==> src/rtl/neptune_stack_pkg.sv <==
// Shared definitions for the Neptune I stack and its arbiter.
package neptune_stack_pkg;

    localparam int DEF_WIDTH     = 16;
    localparam int DEF_DEPTH     = 256;
    localparam int DEF_ADD_WIDTH = 8;

    localparam logic OP_PUSH = 1'b1;
    localparam logic OP_POP  = 1'b0;

    typedef enum logic [1:0] {
        IDLE  = 2'd0,
        ISSUE = 2'd1,
        WAIT  = 2'd2,
        RESP  = 2'd3
    } state_t;

endpackage

==> src/rtl/rr_arb2.sv <==
// Two-way round-robin arbiter: when both ports request, the one not granted last wins.
module rr_arb2 (
    input  logic       clk,
    input  logic       rst,
    input  logic       en,
    input  logic [1:0] req,
    input  logic       upd,
    input  logic       upd_id,
    output logic       gnt_valid,
    output logic       gnt_id
);

    logic last_q, last_d;

    always_comb begin
        gnt_valid = en && (req != 2'b00);
        gnt_id    = req[1] && (!req[0] || !last_q);
        last_d    = upd ? upd_id : last_q;
    end

    // Last grant resets to port 1 so that port 0 wins the first contest.
    always_ff @(posedge clk or negedge rst) begin
        if (!rst) begin
            last_q <= 1'b1;
        end else begin
            last_q <= last_d;
        end
    end

endmodule

==> src/rtl/stack_arbiter.sv <==
// Serialises core and interrupt-unit requests onto the shared LIFO stack,
// guarding against overflow/underflow with a shadow occupancy counter.
module stack_arbiter
    import neptune_stack_pkg::*;
#(
    parameter int width     = DEF_WIDTH,
    parameter int depth     = DEF_DEPTH,
    parameter int add_width = DEF_ADD_WIDTH,
    parameter int rd_lat    = 1
) (
    input  logic                 clk,
    input  logic                 rst,
    input  logic                 req0,
    input  logic                 op0,
    input  logic [width-1:0]     wdata0,
    output logic                 done0,
    output logic                 err0,
    output logic [width-1:0]     rdata0,
    input  logic                 req1,
    input  logic                 op1,
    input  logic [width-1:0]     wdata1,
    output logic                 done1,
    output logic                 err1,
    output logic [width-1:0]     rdata1,
    output logic                 stk_push,
    output logic                 stk_pop,
    output logic [width-1:0]     stk_wr,
    input  logic [width-1:0]     stk_rd,
    output logic [add_width:0]   stk_count,
    output logic                 fault,
    input  logic                 fault_clr
);

    localparam logic [add_width:0] FULL     = (add_width + 1)'(depth);
    localparam logic [1:0]         LAT_LAST = 2'(rd_lat - 1);

    state_t             state_q, state_d;
    logic               id_q, id_d;
    logic               op_q, op_d;
    logic               err_q, err_d;
    logic [width-1:0]   wdata_q, wdata_d;
    logic [1:0]         lat_q, lat_d;
    logic [add_width:0] count_q, count_d;
    logic               fault_q, fault_d;
    logic [width-1:0]   rdata0_q, rdata0_d;
    logic [width-1:0]   rdata1_q, rdata1_d;

    logic gnt_valid, gnt_id, arb_upd, reject;

    rr_arb2 u_arb (
        .clk       (clk),
        .rst       (rst),
        .en        (state_q == IDLE),
        .req       ({req1, req0}),
        .upd       (arb_upd),
        .upd_id    (id_q),
        .gnt_valid (gnt_valid),
        .gnt_id    (gnt_id)
    );

    always_comb begin
        // NOTE: every signal gets a default first so no path through the case infers a latch.
        state_d  = state_q;
        id_d     = id_q;
        op_d     = op_q;
        err_d    = err_q;
        wdata_d  = wdata_q;
        lat_d    = lat_q;
        count_d  = count_q;
        rdata0_d = rdata0_q;
        rdata1_d = rdata1_q;
        done0    = 1'b0;
        done1    = 1'b0;
        err0     = 1'b0;
        err1     = 1'b0;
        stk_push = 1'b0;
        stk_pop  = 1'b0;
        stk_wr   = '0;
        arb_upd  = 1'b0;
        reject   = 1'b0;

        case (state_q)
            IDLE: begin
                if (gnt_valid) begin
                    id_d    = gnt_id;
                    op_d    = gnt_id ? op1 : op0;
                    wdata_d = gnt_id ? wdata1 : wdata0;
                    // Boundary violations never reach the stack; they answer straight away.
                    if ((op_d == OP_PUSH && count_q == FULL) ||
                        (op_d == OP_POP  && count_q == '0)) begin
                        reject  = 1'b1;
                        err_d   = 1'b1;
                        state_d = RESP;
                    end else begin
                        err_d   = 1'b0;
                        state_d = ISSUE;
                    end
                end
            end
            ISSUE: begin
                if (op_q == OP_PUSH) begin
                    stk_push = 1'b1;
                    stk_wr   = wdata_q;
                    count_d  = count_q + 1'b1;
                    state_d  = RESP;
                end else begin
                    stk_pop  = 1'b1;
                    count_d  = count_q - 1'b1;
                    lat_d    = '0;
                    state_d  = WAIT;
                end
            end
            WAIT: begin
                if (lat_q == LAT_LAST) begin
                    if (id_q) rdata1_d = stk_rd;
                    else      rdata0_d = stk_rd;
                    state_d = RESP;
                end else begin
                    lat_d = lat_q + 1'b1;
                end
            end
            RESP: begin
                done0   = !id_q;
                done1   = id_q;
                err0    = !id_q && err_q;
                err1    = id_q && err_q;
                arb_upd = 1'b1;
                state_d = IDLE;
            end
            default: state_d = IDLE;
        endcase

        // A rejection in the same cycle as a clear leaves the fault set.
        if (reject)         fault_d = 1'b1;
        else if (fault_clr) fault_d = 1'b0;
        else                fault_d = fault_q;
    end

    // NOTE: state registers use non-blocking assignments so all flops update together at the edge.
    always_ff @(posedge clk or negedge rst) begin
        if (!rst) begin
            state_q  <= IDLE;
            id_q     <= 1'b0;
            op_q     <= OP_POP;
            err_q    <= 1'b0;
            wdata_q  <= '0;
            lat_q    <= '0;
            count_q  <= '0;
            fault_q  <= 1'b0;
            rdata0_q <= '0;
            rdata1_q <= '0;
        end else begin
            state_q  <= state_d;
            id_q     <= id_d;
            op_q     <= op_d;
            err_q    <= err_d;
            wdata_q  <= wdata_d;
            lat_q    <= lat_d;
            count_q  <= count_d;
            fault_q  <= fault_d;
            rdata0_q <= rdata0_d;
            rdata1_q <= rdata1_d;
        end
    end

    assign rdata0    = rdata0_q;
    assign rdata1    = rdata1_q;
    assign stk_count = count_q;
    assign fault     = fault_q;

endmodule

==> config.mk <==
export PLATFORM = sky130hd
export DESIGN_NAME = stack_arbiter
export DESIGN_NICKNAME = d
export VERILOG_FILES = /design/src/rtl/neptune_stack_pkg.sv /design/src/rtl/rr_arb2.sv /design/src/rtl/stack_arbiter.sv
export SDC_FILE = /design/constraint.sdc
export NUM_CORES = 1
export LEC_CHECK = 0
export ABC_CLOCK_PERIOD_IN_PS = 2700
export BUFFER_PORTS_ARGS = -buffer_cell sky130_fd_sc_hd__buf_2
export CAP_MARGIN = 20
export CORE_MARGIN = 10
export CORE_UTILIZATION = 47
export CTS_BUF_LIST = sky130_fd_sc_hd__clkbuf_8
export DETAILED_ROUTE_END_ITERATION = 12
export PLACE_DENSITY = 0.81
export SYNTH_ARGS = -nofsm -noshare
export SYNTH_HDL_FRONTEND = slang
export SYNTH_SLANG_ARGS = --single-unit
export TNS_END_PERCENT = 20
==> constraint.sdc <==
create_clock -name clk -period 2.7 [get_ports clk]
set_input_delay 0.405 -clock clk [delete_from_list [all_inputs] [get_ports clk]]
set_output_delay 0.405 -clock clk [all_outputs]
set_load 0.03 [all_outputs]
Word-level counts from Yosys, hierarchy flattened. Index checks and enable logic that the tools add are counted.

Add/subtract/negate cells: 3. Equality and inequality tests: 8. Mux-type cells: 27. Bitwise operators: 2. Reduce and logical (&&, ||, !) cells: 22.

Operators with widths (number): $mux 16 (3); $mux 1 (16); $mux 2 (5); $add 9x1->9 const B (1); $eq 9x9->1 const B (1); $logic_not 9->1 (1); $mux 9 (1); $reduce_and 3->1 (3); $sub 9x1->9 const B (1); $ne 2x2->1 const B (4); $pmux 2 s4 (1); $logic_and 1x1->1 (6); $reduce_bool 2->1 (3); $eq 2x2->1 const B (2); $logic_not 2->1 (2); $pmux 2 s2 (1); $reduce_and 2->1 (2); $logic_not 1->1 (3); $add 2x1->2 const B (1); $eq 2x1->1 const B (1); $logic_or 1x1->1 (2); $not 1->1 (2).

Register bits: 66. Input port bits: 55. Output and inout bits: 64. Logic and storage cells: 73.

Longest topological paths before layout.
Word-level depth: 11. Depth in mapped cells: 8. Gate-level depth less buffers: 7.

Modules after synthesis. Synthesis repeated with hierarchy kept, for this count alone.

Cell total of the unflattened synthesis: 290. Area total of the unflattened synthesis: 3300.7 sq um.

By module, submodules not included: stack_arbiter (instances 1, cells each 286, area each 3244.4 sq um, sequential area each 1626.6 sq um); rr_arb2 (instances 1, cells each 4, area each 56.3 sq um, sequential area each 26.3 sq um).

Worst setup path after synthesis. No wires, ideal clock.

Kind: register to register. Start point: register count_q[0], in the netlist stk_count[0]. End point: register count_q[4], in the netlist stk_count[4]. Library setup time: 0.125 ns. Arrival: 1.936 ns. Data required time: 2.575 ns. Slack: 0.640 ns. Stages on the path, launching flop included: 8. Buffers on the path: 0. Period minus slack after synthesis: 2.060 ns. Path through: dfrtp_1 -> inv_1 -> fa_1 -> nand2b_1 -> a21oi_1 -> and2_1 -> nor2_1 -> mux2_2.

Longest elaborated chain between the ends: 2. Elaborated cells between the ends (all ways): 3. Classes of those cells: add/sub: 2; mux: 1.

RTL lines: from (decl) (RTL line stack_arbiter.sv:43) `logic [add_width:0] count_q, count_d;`; from (signal assigned) (RTL line stack_arbiter.sv:159) `count_q <= count_d;`; $sub 9x1->9 / $add 9x1->9 (equally long branches) (RTL line stack_arbiter.sv:108, stack_arbiter.sv:104); $mux 9 (*) (RTL line stack_arbiter.sv:101) `if (op_q == OP_PUSH) begin`.

Mark *: on every way between the ends. The rest lies on a longest branch, timed or not. A chain may end at the register's enable or synchronous reset.

Worst setup path after layout.
Start point: register state_q[1]. End point: output stk_push.

Longest elaborated chain between the ends: 2.

RTL lines: from (decl) (RTL line stack_arbiter.sv:37) `state_t state_q, state_d;`; from (signal assigned) (RTL line stack_arbiter.sv:153) `state_q <= state_d;`; $eq 2x1->1 (RTL line stack_arbiter.sv:82) `case (state_q)`; $mux 1 (RTL line stack_arbiter.sv:82); to (decl) (RTL line stack_arbiter.sv:25) `output logic stk_push,`.

Every way passes these cells.

==> impl_metrics.tcl <==
set metrics [dict create \
    max_slew.worst_pin.slew_ps 831 \
    final_max_slew_viol_count 0 \
    detailroute.wirelength.met3_microns 522 \
    endpoints_failing_hold 0 \
    synth.distinct_cells 42 \
    grt_antenna_before_repair 0 \
    clock_path_buffers 2 \
    first_global_vias 2890 \
    synthesis.instances 296 \
    syn-num-nets 364 \
    clkSlewWorstSetupHoldPaths_ps 70 \
    io_pins 119 \
    drt.antenna.violating_nets 0 \
    cts_resized 0 \
    layout.nets 484 \
    grt_remaining_overflow 0 \
    synth_edf_count 0 \
    asyncSetResetFlopFracSynth 1.00 \
    worst-endpoint-required_ps 2300 \
    cpPeakStageDelay_ps 510 \
    finalInstanceArea_sq_um 4240 \
    clock_insertion_delay_worst_skew_ps 340 \
    ys_seq_elements 66 \
    detailedRoute.firstIterationViolations 107 \
    ratio_of_cells_with_drive_above_1_in_the_final_layout 0.425 \
    via_count 2676 \
    clock-skew-final_ps 9.30 \
    largest_net_degree_at_the_start_of_global_routing 67 \
    fin_total_pwr_uw 6050 \
    ctsHoldBuffers 0 \
    postLayoutSetupSlackWorst_ps 311 \
    post_drt_via_cell_ratio 5.18 \
    timing.critical_path.slowest_stage_cell "sky130_fd_sc_hd__ha_1" \
    max-vdd-ir-drop_mv 0.770 \
    numCtsBuffers 9 \
    cts_sinks 66 \
    finalSetupViolations 0 \
    drc_errors_left 0 \
    detailed_place_hpwl_mm 6.33 \
    power_density_nw_per_um2 1430 \
    finalSetupTns_ps 0 \
    total_wirelength_mm 8.30 \
    grt_util_all_layers 0.153 \
    whs_ps 228 \
    power.static_leakage_uw 0.00217 \
    fp.dieArea_sq_um 10900 \
    grt_first_pass_wirelength_mm 13.8 \
    synth_seq_area_share 0.495 \
    cts_root_buffer "sky130_fd_sc_hd__clkbuf_8" \
    yosysMostFrequentCell "sky130_fd_sc_hd__dfrtp_1" \
    place.gp.congestion 0.807 \
    wl_met1_mm 3.79 \
    port_buffers 118 \
    worst_ep_arrival_time_ps 1980 \
    drt-pass1-iter-count 4 \
    run_status "finished, final reports clean" \
    critical_path.top_delay_family "adder cells" \
    std_cell_rows 30 \
    max_clock_freq_mhz 419 \
    min_period_ps 2390 \
    hold_path_class "in -> async" \
    max-slew-margin-rel 0.446 \
    ys.flop_type "sky130_fd_sc_hd__dfrtp_1" \
    syn-mean-instance-area_sq_um 11.3 \
    cp-end-kind "output pin" \
    maxCapViolations 0 \
    timing_worst_setup_path_type "reg -> out" \
    layout-area-overhead-vs-synth_pct 27.2 \
    floorplan.initialDensity 0.488 \
    ff2ff_setup_slack_ps 600 \
    synth_largest_area_cell "sky130_fd_sc_hd__dfrtp_1" \
    crit_top_cell "sky130_fd_sc_hd__inv_1" \
    placed_cell_area_sq_um 4010 \
    routed_wire_length_per_instance_microns 16.1 \
    die_w_microns 104 \
    antenna_cells_inserted 0 \
    synth.top_cells.by_count "sky130_fd_sc_hd__dfrtp_1 (65), sky130_fd_sc_hd__mux2_2 (37), sky130_fd_sc_hd__nand2_1 (28)" \
    ys.warnings.count 0 \
    path_cells "inv_1 > ha_1 > nand2_1 > inv_1 > buf_2" \
    worst-path-max-fanout 21 \
    core_area_sq_um 6830 \
    mappedNetlistArea_sq_um 3340 \
    postCtsSetupRepairBufs 0 \
    period_share 0.885 \
    h-tree-depth 3 \
    yosys.area.top_type_share 0.488 \
    path_buf_inv 3 \
    cts_tree "yes" \
    grt_setup_unrepaired "false" \
    placement.setup.worst_slack_ps 599 \
    setup.worst_path.start_class "flip-flop" \
    met2RoutedLength_mm 3.82 \
    die_h_microns 104 \
    synth.top_cells.by_area "sky130_fd_sc_hd__dfrtp_1 (49%), sky130_fd_sc_hd__mux2_2 (12%), sky130_fd_sc_hd__mux2i_1 (6.3%)" \
    route.top_layer_used "met4" \
]
[state kept, by name, indices dropped and copies added (netlist names), 2 cells and up]
signal	flops
lat_q	2
state_q	2
rdata0	16
wdata_q	16
rdata1	16
stk_count	9
[where the power goes]
group | leakage [uW] | switching [uW] | internal, uW
clock network | 0.000122 | 374 | 605
registers | 0.000791 | 310 | 1480
logic | 0.00126 | 2020 | 1260
total | 0.00217 | 2700 | 3350
[path summary, 6_finish.rpt]
| check | startpoint | end | depth (start not counted) |
|---|---|---|---|
| worst max register to register | op_q$_DFFE_PN0P_ | stk_count[6]$_DFFE_PN0N_ | 7 |
| max in group asynchronous | rst | op_q$_DFFE_PN0P_ | 2 |
| worst min register to register | wdata_q[10]$_DFFE_PN0P_ | wdata_q[10]$_DFFE_PN0P_ | 2 |
| min in group clk | fault_clr | fault$_DFFE_PN0P_ | 2 |
| worst max-delay path | state_q[1]$_DFFE_PN0P_ | stk_push | 5 |
| worst min-delay path | rst | rdata1[2]$_DFFE_PN0P_ | 2 |
[placed cells by master, fill, tap and decap left out, types with 4 or more instances in the layout]
| cell | instances |
|---|---|
| sky130_fd_sc_hd__buf_2 | 118 |
| sky130_fd_sc_hd__mux2_2 | 37 |
| sky130_fd_sc_hd__a21oi_1 | 7 |
| sky130_fd_sc_hd__buf_4 | 6 |
| sky130_fd_sc_hd__dfrtp_1 | 65 |
| sky130_fd_sc_hd__ha_1 | 12 |
| sky130_fd_sc_hd__clkbuf_8 | 9 |
| sky130_fd_sc_hd__mux2i_1 | 21 |
| sky130_fd_sc_hd__xnor2_1 | 4 |
| sky130_fd_sc_hd__inv_1 | 13 |
| sky130_fd_sc_hd__nor2_1 | 8 |
| sky130_fd_sc_hd__o21ai_0 | 22 |
| sky130_fd_sc_hd__and3_1 | 17 |
| sky130_fd_sc_hd__nand2b_1 | 6 |
| sky130_fd_sc_hd__nand2_1 | 28 |
[cell families after synthesis]
logic type / Yosys count / synth area share
multiplexers: 58 / 0.188
XOR/XNOR: 5 / 0.0131
AND/OR/NAND/NOR: 76 / 0.117
AO/OA/AOI/OAI: 52 / 0.0971
buffers and inverters: 26 / 0.0379
flip-flops: 66 / 0.496
adder cells (fa/ha/maj): 13 / 0.0510
[metrics by stage]
step	std cells	util
2_1_floorplan	296	-
3_3_place_gp	501	0.587
3_5_place_dp	501	0.587
4_1_cts	517	0.621
5_1_grt	517	0.621
6_report	517	0.621
[metal layers]
| metal | track usage | vias to the layer above |
|---|---|---|
| met5 | 0 | - |
| met4 | 0.0616 | 0 |
| met3 | 0.0533 | 18 |
| met2 | 0.245 | 100 |
| met1 | 0.184 | 1266 |
| li1 | - | 1292 |
[final cells by class]
cell class	instances	area, sq um
Inverter	11	41.3
Sequential cell	66	1650
Clock inverter	7	110
Tap cell	96	120
Fill cell	616	2590
Clock buffer	9	124
Multi-Input combinational cell	204	1560
Timing Repair Buffer	124	636
Power figures use the tool's default switching activity.
